## src/rtl/dat_mem_pkg.sv

```systemverilog
// Shared types and helpers for the stacked data memory.
package dat_mem_pkg;

    typedef enum logic {
        IDLE  = 1'b0,
        CLEAR = 1'b1
    } state_t;

    // The stack occupies the top stk_depth words of a 2**aw word array.
    function automatic int unsigned stk_base(input int unsigned aw, input int unsigned stk_depth);
        return (32'd1 << aw) - stk_depth;
    endfunction

endpackage

```

## src/rtl/mem_clr_seq.sv

```systemverilog
// Post-reset clear sequencer: walks every address once, writing zero, while busy is held.
module mem_clr_seq
    import dat_mem_pkg::*;
#(
    parameter int AW             = 8,
    parameter int CLEAR_ON_RESET = 1
) (
    input  logic          clk,
    input  logic          reset,
    output logic          busy,
    output logic          clr_we,
    output logic [AW-1:0] clr_addr
);

    state_t        state;
    logic [AW-1:0] clr_cnt;

    always_ff @(posedge clk) begin
        if (reset) begin
            clr_cnt <= '0;
            if (CLEAR_ON_RESET != 0) begin
                state <= CLEAR;
                busy  <= 1'b1;
            end else begin
                state <= IDLE;
                busy  <= 1'b0;
            end
        end else begin
            case (state)
                CLEAR: begin
                    clr_cnt <= clr_cnt + 1'b1;
                    if (clr_cnt == {AW{1'b1}}) begin
                        state <= IDLE;
                        busy  <= 1'b0;
                    end
                end
                default: begin
                    state <= IDLE;
                    busy  <= 1'b0;
                end
            endcase
        end
    end

    assign clr_we   = busy;
    assign clr_addr = clr_cnt;

endmodule

```

## src/rtl/dat_mem_stk.sv

```systemverilog
// Data RAM with combinational read, clocked store port and a hardware stack in the top region.
module dat_mem_stk
    import dat_mem_pkg::*;
#(
    parameter int DW             = 8,
    parameter int AW             = 8,
    parameter int STK_DEPTH      = 16,
    parameter int CLEAR_ON_RESET = 1
) (
    input  logic          clk,
    input  logic          reset,
    input  logic          wr_en,
    input  logic [AW-1:0] addr,
    input  logic [DW-1:0] dat_in,
    output logic [DW-1:0] dat_out,
    input  logic          push,
    input  logic          pop,
    output logic [DW-1:0] stk_top,
    output logic [AW:0]   sp,
    output logic          full,
    output logic          empty,
    output logic          ovf,
    output logic          unf,
    output logic          busy
);

    localparam int DEPTH = 2 ** AW;
    localparam logic [AW:0] SP_EMPTY = (AW+1)'(DEPTH);
    localparam logic [AW:0] SP_FULL  = (AW+1)'(stk_base(AW, STK_DEPTH));
    localparam logic [AW:0] SP_ONE   = (AW+1)'(1);

    logic [DW-1:0] core [DEPTH];

    logic          clr_we;
    logic [AW-1:0] clr_addr;

    logic          we;
    logic [AW-1:0] wa;
    logic [DW-1:0] wd;
    logic [AW:0]   sp_nxt;
    logic [AW:0]   sp_dec;
    logic          ovf_set;
    logic          unf_set;

    mem_clr_seq #(
        .AW             (AW),
        .CLEAR_ON_RESET (CLEAR_ON_RESET)
    ) u_clr (
        .clk      (clk),
        .reset    (reset),
        .busy     (busy),
        .clr_we   (clr_we),
        .clr_addr (clr_addr)
    );

    assign full    = (sp == SP_FULL);
    assign empty   = (sp == SP_EMPTY);
    assign dat_out = busy ? '0 : core[addr];
    assign stk_top = (busy || empty) ? '0 : core[sp[AW-1:0]];
    assign sp_dec  = sp - SP_ONE;

    // Single write port: clear beats stack, stack beats the random-access store.
    always_comb begin
        we      = 1'b0;
        wa      = '0;
        wd      = '0;
        sp_nxt  = sp;
        ovf_set = 1'b0;
        unf_set = 1'b0;
        if (clr_we) begin
            we = 1'b1;
            wa = clr_addr;
        end else begin
            if (push && pop && !empty) begin
                we = 1'b1;
                wa = sp[AW-1:0];
                wd = dat_in;
            end else if (push) begin
                if (!full) begin
                    we     = 1'b1;
                    wa     = sp_dec[AW-1:0];
                    wd     = dat_in;
                    sp_nxt = sp_dec;
                end else begin
                    ovf_set = 1'b1;
                end
            end else if (pop) begin
                if (!empty) sp_nxt = sp + SP_ONE;
                else        unf_set = 1'b1;
            end
            if (!we && wr_en) begin
                we = 1'b1;
                wa = addr;
                wd = dat_in;
            end
        end
    end

    always_ff @(posedge clk) begin
        if (reset) begin
            sp  <= SP_EMPTY;
            ovf <= 1'b0;
            unf <= 1'b0;
        end else begin
            sp  <= sp_nxt;
            ovf <= ovf | ovf_set;
            unf <= unf | unf_set;
        end
    end

    // The array itself is never reset; only the clear sequence zeroes it.
    always_ff @(posedge clk) begin
        if (we) begin
            core[wa] <= wd;
`ifndef SYNTHESIS
            $display("dat_mem_stk: write core[%0h] <= %0h", wa, wd);
`endif
        end
    end

endmodule
```

## config.mk

```make
export PLATFORM = sky130hd
export DESIGN_NAME = dat_mem_stk
export DESIGN_NICKNAME = d
export VERILOG_FILES = /design/src/rtl/dat_mem_pkg.sv /design/src/rtl/mem_clr_seq.sv /design/src/rtl/dat_mem_stk.sv
export SDC_FILE = /design/constraint.sdc
export NUM_CORES = 2
export LEC_CHECK = 0
export ABC_AREA = 1
export CELL_PAD_IN_SITES_DETAIL_PLACEMENT = 1
export CELL_PAD_IN_SITES_GLOBAL_PLACEMENT = 2
export CORE_AREA = 8 8 514 516
export DETAILED_ROUTE_END_ITERATION = 8
export DIE_AREA = 0 0 522 524
export HOLD_SLACK_MARGIN = 0.03
export PLACE_DENSITY = 0.84
export SLEW_MARGIN = 20
export SYNTH_ARGS = -nofsm -noshare
export SYNTH_HDL_FRONTEND = slang
export SYNTH_HIERARCHICAL = 1
export SYNTH_SLANG_ARGS = --single-unit
```

## constraint.sdc

```tcl
create_clock -name clk -period 11.1 [get_ports clk]
set_input_delay 1.665 -clock clk [delete_from_list [all_inputs] [get_ports clk]]
set_output_delay 1.665 -clock clk [all_outputs]
set_load 0.1 [all_outputs]
```

==> results.cfg <==
[synth]
yosys_warnings = 6
synth.area.top_cells = edfxtp_1, nand3_1, nand2_1, clkbuf_1, nor2_1
synth.avg_cell_area_um2 = 8.825
synth_area_um2 = 104500
synthArstFlopShare = 0
synth_commonest_cells = nand2_1, nand3_1, edfxtp_1
ys.flop_type = edfxtp_1
synthCells = 11845
synth_area_leader_cell = edfxtp_1
yosysMostFrequentCell = nand2_1
yosysSeqAreaShare = 0.5939
synth_nets = 11870
synth-seq-cells = 2077
synth_top_area_frac = 0.5883
synth.distinct_cells = 38
synth-edff-count = 2048

[floorplan]
core.rowCount = 186
chipWidth_um = 522
die_y_um = 524
initial_utilization = 0.4087
coreArea_um2 = 255800
die-area_um2 = 273500
boundaryPins = 51

[global_routing]
track_usage = 0.3104
grt_max_degree = 216
grt_overflow = 0
antenna_found_initial = 18
grt_pass1_wl_mm = 638.8
grt_pass1_vias = 95896

[worst_setup_path]
critical_path_required_ns = 9.44
worst-path-max-fanout = 157
crit_start = addr[0]
end_kind = primary output
r2r-start = sp[0]
max_stage_delay_ns = 1.25
critPathLaunchType = primary input
path_cells = buf_8, buf_12, buf_12, nand2_1, nand3_1, nand3_1, nand3_1, nand3_1, nand2_1, nor2_1, nor2_1, nor2_1, nor2_1, clkdlybuf4s50_1
cp_data_arrival_time_ns = 6.94
critPathKind = primary input to primary output
slowest_stage = clkdlybuf4s50_1

[sta]
fin_worst_skew_ns = 0.05296
rsz0062_at_grt = false
tightest_slew_ns = 1.241
setup_viol = 0
max_freq_mhz = 116.3
timing.hold.ws_ns = 0.4884
slew_headroom = 0.1699
post-route-period-util = 0.7749
setup_tns_ns = 0
slew_viol_final = 0
finalCriticalPeriod_ns = 8.602
hold_viol = 0

[clocking]
clk_latency_ns = 0.90
cts_hold_buf = 0
cts-root-buf = clkbuf_16
clock_path_buffers = 3
post_cts_buffers = 0
numCtsBuffers = 225
htreeDepth = 4
tritoncts = done
cts_resized = 0
path_clk_slew_ns = 0.05
clkSinkCount = 2077

[place]
place_congestion = 0.8624
place_area_um2 = 107300
numPortBuffers = 50
hpwl_mm = 244.8

[routing]
via_count = 93541
wl_per_cell_um = 29.40
ant_nets = 0
route.final.wire_length_mm = 438.6
drtIter0Drc = 10778
drt-pass1-iter-count = 7
drc_errors = 0
avgViaCountPerCell = 6.271

[finish]
ff_latch_area_um2 = 62100
layout.nets = 11365
fill_cells = 29056
multi_input_area_um2 = 38580
fin_util = 0.4473
postLayoutCellArea_um2 = 114400
syn_to_final_growth_pct = 9.452
drive_gt1_frac = 0.05077

[pwr]
vdd_drop_max_mv = 0.1741
p_leak_nw = 41.81
cellPowerDensity_nw_per_um2 = 146.8

[flow_run]
drv_cap = 0

[min_path]
holdCritPathClass = flip-flop to flip-flop
min_from = ovf

[outcome]
status = complete, no violations
==> worst max-delay path, delay by kind of cell <==
family / cells / cell delay, ns
simple gates: 10 / 1.84
buf+inv: 4 / 2.76
==> registers in the layout, summed over array words and instances, names as in the netlist, named ones only <==
signal,count
core,2048
sp,9
u_clr/clr_addr,8
ovf,1
u_clr/busy,1
u_clr/state,1
unf,1
==> through the flow <==
stage          std cells  power, mW  worst slack [ns]
2_1_floorplan      11845      9.170             1.186
3_3_place_gp       14495      9.534             2.735
3_5_place_dp       14497      9.545             2.774
4_1_cts            14906      16.82             2.758
5_1_grt            14907      17.16             2.557
6_report           14917      16.80             2.498
==> metal layers <==
metal	track usage	wire [µm]	vias to the layer above
met4	0.1608	24500	10
met2	0.4922	200000	4922
met3	0.05692	39400	1225
met1	0.4077	174600	47340
li1	-	-	40044
met5	0	64	-
==> power by group <==
part	internal, mW	leakage [nW]	switching [mW]
logic	0.209	17.9	0.704
clock network	4.14	3.43	3.25
registers	8.49	20.5	0.00519
==> cells in the final DEF, fill, tap and decap left out, types with 41 or more instances in the layout <==
cell type / instances
nand2_1: 4171
nand3_1: 3870
edfxtp_1: 2048
nor2_1: 450
clkbuf_16: 229
buf_4: 122
o21ai_0: 78
clkbuf_1: 63
clkinv_1: 48
a21oi_1: 44
inv_1: 41
clkinv_2: 41
==> cell type report <==
type / instances / area share
Multi-Input combinational cell: 8769 / 0.3372
Clock buffer: 293 / 0.05227
Timing Repair Buffer: 207 / 0.01904
Tap cell: 3384 / 0.03701
Clock inverter: 116 / 0.009033
Antenna cell: 11 / 0.0002406
Sequential cell: 2077 / 0.5428
Inverter: 60 / 0.002493
==> final timing paths <==
kind / to / slack (ns) / cells past startpoint
setup reg to reg: core[136][2] / 6.28 / 12
hold reg to reg: ovf / 0.49 / 2
hold / removal: ovf / 0.49 / 2
setup / recovery: dat_out[3] / 2.50 / 14
==> logic make-up (layout without fill, tap and decap cells) <==
kind of cell               after synthesis  in the layout  share of synthesized area
and+or+nand+nor                       8594           8594                     0.3584
DFF                                   2077           2077                     0.5939
buffers and inverters                  999            676                    0.03806
AOI/OAI and AO/OA                      164            164                   0.008618
xor gates and xnor gates                 7              7                  0.0005865
adders and majority gates                4              4                  0.0004788
other                                    0             11                          0
Power figures use the tool's default switching activity.
